## config.mk

```make
export PLATFORM = sky130hd
export DESIGN_NAME = uart_rx_fifo
export DESIGN_NICKNAME = d
export VERILOG_FILES = /design/src/rtl/uart_pkg.sv /design/src/rtl/uart_sync_fifo.sv /design/src/rtl/uart_rx_fifo.sv
export SDC_FILE = /design/constraint.sdc
export NUM_CORES = 1
export LEC_CHECK = 0
export ABC_AREA = 1
export CELL_PAD_IN_SITES_DETAIL_PLACEMENT = 1
export CELL_PAD_IN_SITES_GLOBAL_PLACEMENT = 1
export CORE_MARGIN = 2
export CORE_UTILIZATION = 45
export CTS_CLUSTER_DIAMETER = 80
export CTS_CLUSTER_SIZE = 30
export DETAILED_ROUTE_END_ITERATION = 10
export DONT_BUFFER_PORTS = 1
export GPL_ROUTABILITY_DRIVEN = 1
export GPL_TIMING_DRIVEN = 0
export HOLD_SLACK_MARGIN = 0.03
export PLACE_DENSITY = 0.73
export SLEW_MARGIN = 20
export SYNTH_ARGS = -nofsm -noshare
export SYNTH_HDL_FRONTEND = slang
export SYNTH_SLANG_ARGS = --single-unit
export TNS_END_PERCENT = 5
```

## constraint.sdc

```tcl
create_clock -name clock_i -period 2.4 [get_ports clock_i]
set_clock_uncertainty 0.15 [all_clocks]
set_input_delay 0.12 -clock clock_i [delete_from_list [all_inputs] [get_ports clock_i]]
set_output_delay 0.12 -clock clock_i [all_outputs]
set_load 0.005 [all_outputs]
```

## src/rtl/uart_pkg.sv

```systemverilog
// Shared encodings for the UART receiver: frame configuration codes, FSM states
// and the bit layout of a queued FIFO entry.
package uart_pkg;

  localparam logic [2:0] PARITY_NONE  = 3'd0;
  localparam logic [2:0] PARITY_EVEN  = 3'd1;
  localparam logic [2:0] PARITY_ODD   = 3'd2;
  localparam logic [2:0] PARITY_MARK  = 3'd3;
  localparam logic [2:0] PARITY_SPACE = 3'd4;

  localparam logic [1:0] DBITS_5 = 2'd0;
  localparam logic [1:0] DBITS_6 = 2'd1;
  localparam logic [1:0] DBITS_7 = 2'd2;
  localparam logic [1:0] DBITS_8 = 2'd3;

  typedef enum logic [2:0] {
    ST_IDLE,
    ST_START,
    ST_DATA,
    ST_PARITY,
    ST_STOP,
    ST_PUSH
  } state_t;

  localparam int ENTRY_WIDTH = 11;
  localparam int DATA_LSB    = 0;
  localparam int DATA_MSB    = 7;
  localparam int FRAME_BIT   = 8;
  localparam int PARITY_BIT  = 9;
  localparam int BREAK_BIT   = 10;

  // Codes 5-7 are reserved and behave as no parity.
  function automatic logic parity_enabled(input logic [2:0] mode);
    return (mode >= PARITY_EVEN) && (mode <= PARITY_SPACE);
  endfunction

endpackage

```

## src/rtl/uart_sync_fifo.sv

```systemverilog
// Generic single-clock FIFO; head is read combinationally from the read pointer.
module uart_sync_fifo #(
  parameter int WIDTH      = 8,
  parameter int DEPTH_LOG2 = 4
) (
  input  logic                  clk,
  input  logic                  rst,
  input  logic                  push,
  input  logic [WIDTH-1:0]      push_data,
  input  logic                  pop,
  output logic [WIDTH-1:0]      head,
  output logic                  full,
  output logic                  empty,
  output logic [DEPTH_LOG2:0]   level
);

  localparam int DEPTH = 1 << DEPTH_LOG2;
  localparam logic [DEPTH_LOG2:0] DEPTH_CNT = (DEPTH_LOG2+1)'(DEPTH);

  logic [WIDTH-1:0]      mem [DEPTH];
  logic [DEPTH_LOG2-1:0] wr_ptr, rd_ptr;
  logic [DEPTH_LOG2:0]   count;
  logic                  do_push, do_pop;

  assign empty   = (count == '0);
  assign full    = (count == DEPTH_CNT);
  assign do_pop  = pop && !empty;
  // A pop in the same cycle frees the slot the push needs.
  assign do_push = push && (!full || do_pop);
  assign head    = mem[rd_ptr];
  assign level   = count;

  always_ff @(posedge clk) begin
    if (rst) begin
      wr_ptr <= '0;
      rd_ptr <= '0;
      count  <= '0;
      for (int i = 0; i < DEPTH; i++) mem[i] <= '0;
    end else begin
      if (do_push) begin
        mem[wr_ptr] <= push_data;
        wr_ptr      <= wr_ptr + 1'b1;
      end
      if (do_pop) rd_ptr <= rd_ptr + 1'b1;
      case ({do_push, do_pop})
        2'b10:   count <= count + 1'b1;
        2'b01:   count <= count - 1'b1;
        default: count <= count;
      endcase
    end
  end

endmodule

```

## src/rtl/uart_rx_fifo.sv

```systemverilog
// UART receiver with 3-point majority sampling, configurable framing and a
// receive FIFO carrying per-byte framing/parity/break flags.
module uart_rx_fifo
  import uart_pkg::*;
#(
  parameter int CLOCK_DIVIDER_WIDTH = 16,
  parameter int FIFO_DEPTH_LOG2     = 4
) (
  input  logic                           clock_i,
  input  logic                           reset_i,
  input  logic [CLOCK_DIVIDER_WIDTH-1:0] clock_divider_i,
  input  logic                           serial_i,
  input  logic [1:0]                     data_bits_i,
  input  logic [2:0]                     parity_mode_i,
  input  logic                           stop_bits_i,
  output logic [7:0]                     data_o,
  output logic                           frame_err_o,
  output logic                           parity_err_o,
  output logic                           break_o,
  output logic                           valid_o,
  input  logic                           ready_i,
  output logic [FIFO_DEPTH_LOG2:0]       level_o,
  output logic                           overrun_o,
  input  logic                           clear_overrun_i
);

  localparam int CW = CLOCK_DIVIDER_WIDTH;

  state_t           state, state_nxt;
  logic             sync1, rx_s;
  logic [CW-1:0]    timer, mid;
  logic             armed;
  logic [1:0]       cfg_bits;
  logic [2:0]       cfg_par;
  logic             cfg_stop;
  logic             s_a, s_b, maj;
  logic             at_mid_p1, at_mid, resolve;
  logic [2:0]       bit_idx, last_idx;
  logic             stop_idx;
  logic [7:0]       shreg;
  logic             frame_err, par_err, all_zero, exp_par;
  logic             div_ok, start_go, push;
  logic             fifo_full, fifo_empty, pop;
  logic [ENTRY_WIDTH-1:0] entry, head;

  assign mid       = clock_divider_i >> 1;
  assign at_mid_p1 = (timer == mid + CW'(1));
  assign at_mid    = (timer == mid);
  assign resolve   = (timer == mid - CW'(1));
  assign maj       = (s_a & s_b) | (s_a & rx_s) | (s_b & rx_s);
  assign div_ok    = (clock_divider_i >= CW'(4));
  assign last_idx  = {1'b0, cfg_bits} + 3'd4;

  always_comb begin
    case (cfg_par)
      PARITY_EVEN: exp_par = ^shreg;
      PARITY_ODD:  exp_par = ~^shreg;
      PARITY_MARK: exp_par = 1'b1;
      default:     exp_par = 1'b0;
    endcase
  end

  always_ff @(posedge clock_i) begin
    if (reset_i) state <= ST_IDLE;
    else         state <= state_nxt;
  end

  always_comb begin
    state_nxt = state;
    start_go  = 1'b0;
    push      = 1'b0;
    case (state)
      ST_IDLE:
        if (armed && !rx_s && div_ok) begin
          start_go  = 1'b1;
          state_nxt = ST_START;
        end
      ST_START:
        if (resolve) state_nxt = maj ? ST_IDLE : ST_DATA;
      ST_DATA:
        if (resolve && bit_idx == last_idx)
          state_nxt = parity_enabled(cfg_par) ? ST_PARITY : ST_STOP;
      ST_PARITY:
        if (resolve) state_nxt = ST_STOP;
      ST_STOP:
        if (resolve && stop_idx == cfg_stop) state_nxt = ST_PUSH;
      ST_PUSH: begin
        push      = 1'b1;
        state_nxt = ST_IDLE;
      end
      default: state_nxt = ST_IDLE;
    endcase
  end

  always_ff @(posedge clock_i) begin
    if (reset_i) begin
      sync1     <= 1'b1;
      rx_s      <= 1'b1;
      armed     <= 1'b0;
      timer     <= '0;
      cfg_bits  <= '0;
      cfg_par   <= '0;
      cfg_stop  <= 1'b0;
      s_a       <= 1'b0;
      s_b       <= 1'b0;
      bit_idx   <= '0;
      stop_idx  <= 1'b0;
      shreg     <= '0;
      frame_err <= 1'b0;
      par_err   <= 1'b0;
      all_zero  <= 1'b0;
    end else begin
      sync1 <= serial_i;
      rx_s  <= sync1;
      if (start_go)
        timer <= clock_divider_i - CW'(1);
      else if (state != ST_IDLE)
        timer <= (timer == '0) ? clock_divider_i - CW'(1) : timer - CW'(1);
      if (at_mid_p1) s_a <= rx_s;
      if (at_mid)    s_b <= rx_s;
      case (state)
        ST_IDLE: begin
          if (rx_s) armed <= 1'b1;
          if (start_go) begin
            cfg_bits  <= data_bits_i;
            cfg_par   <= parity_mode_i;
            cfg_stop  <= stop_bits_i;
            shreg     <= '0;
            bit_idx   <= '0;
            stop_idx  <= 1'b0;
            frame_err <= 1'b0;
            par_err   <= 1'b0;
            all_zero  <= 1'b1;
          end
        end
        ST_DATA:
          if (resolve) begin
            shreg[bit_idx] <= maj;
            bit_idx        <= bit_idx + 3'd1;
            all_zero       <= all_zero & ~maj;
          end
        ST_PARITY:
          if (resolve) begin
            par_err  <= (maj != exp_par);
            all_zero <= all_zero & ~maj;
          end
        ST_STOP:
          if (resolve) begin
            if (!maj) frame_err <= 1'b1;
            all_zero <= all_zero & ~maj;
            stop_idx <= 1'b1;
          end
        // Re-arm only once the line is seen high again, so a held break
        // produces exactly one entry.
        ST_PUSH: armed <= 1'b0;
        default: ;
      endcase
    end
  end

  always_comb begin
    entry                    = '0;
    entry[DATA_MSB:DATA_LSB] = shreg;
    entry[FRAME_BIT]         = frame_err;
    entry[PARITY_BIT]        = par_err;
    entry[BREAK_BIT]         = all_zero;
  end

  assign pop = !fifo_empty && ready_i;

  uart_sync_fifo #(
    .WIDTH      (ENTRY_WIDTH),
    .DEPTH_LOG2 (FIFO_DEPTH_LOG2)
  ) u_fifo (
    .clk       (clock_i),
    .rst       (reset_i),
    .push      (push),
    .push_data (entry),
    .pop       (pop),
    .head      (head),
    .full      (fifo_full),
    .empty     (fifo_empty),
    .level     (level_o)
  );

  always_ff @(posedge clock_i) begin
    if (reset_i)                          overrun_o <= 1'b0;
    else if (push && fifo_full && !pop)   overrun_o <= 1'b1;
    else if (clear_overrun_i)             overrun_o <= 1'b0;
  end

  assign data_o       = head[DATA_MSB:DATA_LSB];
  assign frame_err_o  = head[FRAME_BIT];
  assign parity_err_o = head[PARITY_BIT];
  assign break_o      = head[BREAK_BIT];
  assign valid_o      = !fifo_empty;

endmodule

```

# == Word level (Yosys, flattened, before mapping) ==
# Memory sizes are Yosys's and may differ from the RTL's. A register that Yosys moved wholly into a read port is not among the register bits.
# Index checks and enable logic that the tools add are counted.
# totals
n_memories,1
regBits,59
latchBits,0
out_inout_bits,18
ram_bits,176
input_bits,27
romBits,0
# mem_list
name,depth,width,rd,rd_clocked_by_memory_dff,wr,line,rtl
u_fifo.mem,16,11,1,1,16,uart_sync_fifo.sv:20,logic [WIDTH-1:0] mem [DEPTH];
# classes
bitwise,7
shifts,0
magnitude_cmp,5
n_div,0
add_sub_neg,10
n_mul,0
n_mux,50
n_reduce_logical,40
eq_ne,28
# op_table
op,n
16-bit two-way mux,3
16-bit == test,2
"16-bit by 1-bit subtractor with 16-bit output, second input constant",2
3-bit two-way mux,8
1-bit two-way mux,20
"2-bit != test, second input constant",10
"15-bit by 1-bit adder with 16-bit output, second input constant",1
16-bit by 15-bit == test with 1-bit output,1
"16-bit by 3-bit >= comparator with 1-bit output, second input constant",1
16-bit zero test,1
8-bit two-way mux,2
8-bit case mux with 2 select lines,1
2-bit nonzero test,8
"15-bit by 1-bit subtractor with 16-bit output, second input constant",1
3-bit case mux with 5 select lines,1
"3-bit by 2-bit == test with 1-bit output, second input constant",4
4-bit two-way mux,3
3-bit AND reduction,4
1-bit logical AND,11
11-bit two-way mux,1
11-bit OR reduction,1
1-bit case mux with 2 select lines,5
5-bit case mux with 2 select lines,1
"4-bit by 1-bit adder with 4-bit output, second input constant",2
35 further kinds,46

# == Depth between registers and ports, before layout ==
# logic_depth
depth_word,11
ltp_mapped,18
mapped_depth_nobuf,17

# == By module ==
# Synthesis repeated with hierarchy kept, for this count alone.
# hier_totals
cells_unflattened,1636
area_unflattened_um2,13565.5
# by_module_without_submodules
mod,cells_each,seq_area_each_um2,area_per_inst_um2,n_inst
uart_sync_fifo,940,5625.4,9359.0,1
uart_rx_fifo,696,920.9,4206.5,1

# == Worst setup path after synthesis ==
# Ideal clock, no wire load.
# synth_path
path_kind,register to register
startpoint,"reg u_fifo.count[0], in the netlist u_fifo.level[0]"
endpoint,"reg u_fifo.count[4], in the netlist u_fifo.level[4]"
path_slack_ns,0.034
required_ns,2.131
stages_incl_launch_ff,11
synth_period_minus_slack_ns,2.366
path_buffers,0
arrival_ns,2.097
cell_sequence,dfxtp_1 -> inv_1 -> nand4_1 -> nand2_1 -> nor2_1 -> inv_1 -> fa_1 -> o21ai_0 -> mux2_2 -> o21ai_0 -> a21oi_1
# synth_via
elab_chain_cells,8
elab_cells_between_ends,14
classes_between,add/sub (2); eq/ne (3); mux (1); reduce/logical (8)
# synth_lines
item,line,rtl
"start, declared",uart_sync_fifo.sv:22,logic [DEPTH_LOG2:0] count;
"start signal, assigned",uart_sync_fifo.sv:46,2'b10: count <= count + 1'b1;
"start signal, assigned",uart_sync_fifo.sv:47,2'b01: count <= count - 1'b1;
"start signal, assigned",uart_sync_fifo.sv:48,default: count <= count;
5-bit zero test *,uart_sync_fifo.sv:25,assign empty = (count == '0);
1-bit zero test *,n/a,
via valid_o,uart_rx_fifo.sv:20,"output logic valid_o,"
1-bit logical AND,uart_rx_fifo.sv:169,assign pop = !fifo_empty && ready_i;
1-bit logical AND *,uart_sync_fifo.sv:27,assign do_pop = pop && !empty;
1-bit logical OR,uart_sync_fifo.sv:29,assign do_push = push && (!full || do_pop);
1-bit logical AND,uart_sync_fifo.sv:29,
2-bit by 1-bit == test with 1-bit output or 2-bit == test (tied branches),uart_sync_fifo.sv:45,"case ({do_push, do_pop})"
5-bit case mux with 2 select lines or 2-bit nonzero test (tied branches),n/a,
# Mark *: on every way through the listed nets, which the timed path passes. The rest lies on a longest branch.
# A chain may end at the register's enable or synchronous reset.

==> flow_summary.ini <==
[sta]
slew_headroom_pct = 42.11
worst_slew_pin_slew_ns = 0.8684
grt_setup_unrepaired = true
hold_violations = 0
finalMaxSlewViolations = 0
setup_viol_count_final = 0
post-route-period-util_pct = 99.16
setup_slack_ns = 0.02025
period_minus_slack_ns = 2.380
max_freq_mhz = 420.2
tns_ns = 0

[placed_design]
hpwl_um = 29960
gp_congestion = 0.8963
port_buffers = 0
place_ws_ns = -1.609
placed_area_um2 = 13250

[cts]
clkTransAtPathRegs_ns = 0.11
cts_tree = built
cts-root-buf = clkbuf_16
clockBufferDepth = 3
insertion_delay_ns = 0.50
clock-sinks = 239
htree_levels = 1
cts_buffers = 14

[grt]
antenna_found_initial = 0
overflow = 0
grt_max_degree = 31
grt_use_total_pct = 27.65
grt_pass1_wl_um = 63580
grt_pass1_vias = 11073

[hold_path]
hold_path_class = in -> reg
hold_end = timer[4]$_SDFFE_PP0P_
holdPathStages = 6
hp-start = clock_divider_i[4]

[worst_setup_path]
reg2reg_from = state[0]$_SDFFE_PP0P_
endpoint_kind = output pin
r2r_setup_slack_ns = 0.03
worst-setup-path-type = reg -> out
critPathArrivalTime_ns = 2.11
cp.required_ns = 2.13
cp_max_fo = 9
r2r-end = u_fifo.mem[4][10]$_SDFFCE_PN0P_
rr_worst_depth = 10
critPathLaunchType = register

[floorplanning]
ios = 45
die_w_um = 172.5
rows = 61
core-area_um2 = 27860
initial_core_util_pct = 45.87
die_area_um2 = 29760
die_h_um = 172.5

[synthesis]
syn_area_um2 = 12780
syn_avg_cell_area_um2 = 8.581
synth_commonest_cells = nor2_1, nand2_1, edfxtp_1
synth_seq_cells = 239
synthesis.instances = 1489
synth_top_area_share_pct = 41.36
yosys.area.top_type = edfxtp_1
async_flop_share_pct = 0
syn_nets = 1532
synthDistinctLibCells = 46
yosysWarnings = 0
synth.most_common_cell = nor2_1
synth_area_leaders = edfxtp_1, dfxtp_1, nor2_1, nand2_1, inv_1
synth_enable_flop_cells = 176
seq_area_frac_synth_pct = 51.23
synth_ff_type = edfxtp_1

[layout]
area_delta_synth_final_pct = 14.43
n_antenna_cell = 0
nets = 1591
final_cell_area_um2 = 14620
drive_gt1_share_pct = 12.98

[detailed_routing]
drtIter0Drc = 855
wl_per_cell_um = 21.59
drc_errors = 0
vias_per_cell = 5.575
via_count = 10782
drtAntennaViolNets = 0
dr.pass1.iters = 5
wirelength_um = 41760

[outcome]
outcome = finished clean

[power_and_ir_drop]
pwr_density_cell_nw_per_um2 = 952.5
peakVddDrop_v = 0.0007430
cellLeakagePower_nw = 5.515

[job]
drv_cap = 0
==> timing repair <==
item | 4_1_cts | 5_1_grt
cloned | 2 | 0
setup endpoints to repair | 374 | 226
endpoints found under the hold margin | 53 | 0
gates resized for setup | 101 | 57
pin swaps | 5 | 13
setup buffers | 4 | 15
hold buffers | 24 | 0
==> cell families after synthesis <==
| kind of cell | synth area share (%) |
|---|---|
| buffers and inverters | 7.491 |
| AOI/OAI and AO/OA | 11.61 |
| and+or+nand+nor | 20.93 |
| muxes | 3.613 |
| adders and majority gates | 1.626 |
| xor gates and xnor gates | 3.496 |
| DFF | 51.23 |
==> placed cells by master, fill, tap and decap left out, types with 9 or more instances in the layout <==
| cell type | netlist | routed |
|---|---|---|
| nor2_2 | 11 | 17 |
| edfxtp_1 | 176 | 176 |
| buf_2 | 27 | 23 |
| inv_1 | 142 | 138 |
| o21ai_0 | 98 | 92 |
| ha_1 | 15 | 15 |
| clkbuf_16 | 0 | 16 |
| dfxtp_1 | 63 | 55 |
| nand2_1 | 241 | 219 |
| mux2i_1 | 45 | 43 |
| nand2_4 | 2 | 13 |
| nand2_2 | 4 | 13 |
| nor2_4 | 3 | 10 |
| nand3_1 | 57 | 57 |
| xnor2_1 | 17 | 15 |
| a21oi_1 | 96 | 95 |
| nor2_1 | 276 | 263 |
| clkbuf_1 | 45 | 24 |
| nand4_1 | 17 | 17 |
| clkbuf_2 | 5 | 17 |
| xor2_1 | 34 | 32 |
| dlygate4sd3_1 | 0 | 24 |
| nor3_1 | 12 | 9 |
| buf_4 | 1 | 23 |
| o211ai_1 | 53 | 53 |
==> worst max-delay path: stages (launching register included) <==
cell      delay, ns
dfxtp_4        0.42
buf_12         0.15
buf_4          0.13
mux2i_1        0.26
o21ai_0        0.21
o211ai_1       0.27
nand2_1        0.17
==> report_power, final <==
| part | switching [mW] | internal, mW | total, mW |
|---|---|---|---|
| sequential | 0.388 | 4.81 | 5.19 |
| combinational | 3.89 | 1.97 | 5.86 |
| clock | 1.58 | 1.30 | 2.88 |
==> metrics by stage <==
| stage | std cells | util [%] | hold slack [ns] | power, mW |
|---|---|---|---|---|
| floorplan | 1489 | - | 0.03907 | 8.779 |
| global placement | 1867 | 47.56 | 0.04088 | 10.32 |
| detailed placement | 1867 | 47.56 | 0.04257 | 10.47 |
| CTS | 1919 | 51.52 | 0.03072 | 13.54 |
| global route | 1934 | 52.49 | 0.08176 | 14.68 |
| finish | 1934 | 52.49 | 0.04521 | 13.93 |
==> sequential cells by signal (all words and copies together) (netlist names), 2 cells and up, named ones only <==
signal,cells
bit_idx,3
cfg_bits,2
cfg_par,3
shreg,8
state,3
timer,16
u_fifo.level,5
u_fifo.mem,176
u_fifo.rd_ptr,4
u_fifo.wr_ptr,4
==> per-layer routing <==
metal  share of wire (%)  track usage, %
met5                   0               0
met4                 3.1           9.330
met3                 6.3           3.227
met2                  49           47.64
met1                  42           36.18
==> how the worst max path moves through the flow <==
stage / endpoint / cells after the start
2_1_floorplan: u_fifo.level[4]$_SDFFE_PP0P_ / 10
3_3_place_gp: u_fifo.mem[15][4]$_SDFFCE_PN0P_ / 9
3_5_place_dp: u_fifo.mem[15][7]$_SDFFCE_PN0P_ / 9
6_report: parity_err_o / 6
4_1_cts: break_o / 6
5_1_grt: u_fifo.level[4]$_SDFFE_PP0P_ / 10
==> final cells by class <==
type | instances | area, µm²
fill | 3301 | 13240
multi-input combinational | 1013 | 5610
clock inverter | 8 | 103.9
sequential | 239 | 6561
buffer | 81 | 474.2
timing repair buffer | 43 | 405.4
clock buffer | 16 | 400.4
inverter | 156 | 593.1
tap | 378 | 473.0
No activity file was read; power rests on OpenSTA's default activity.
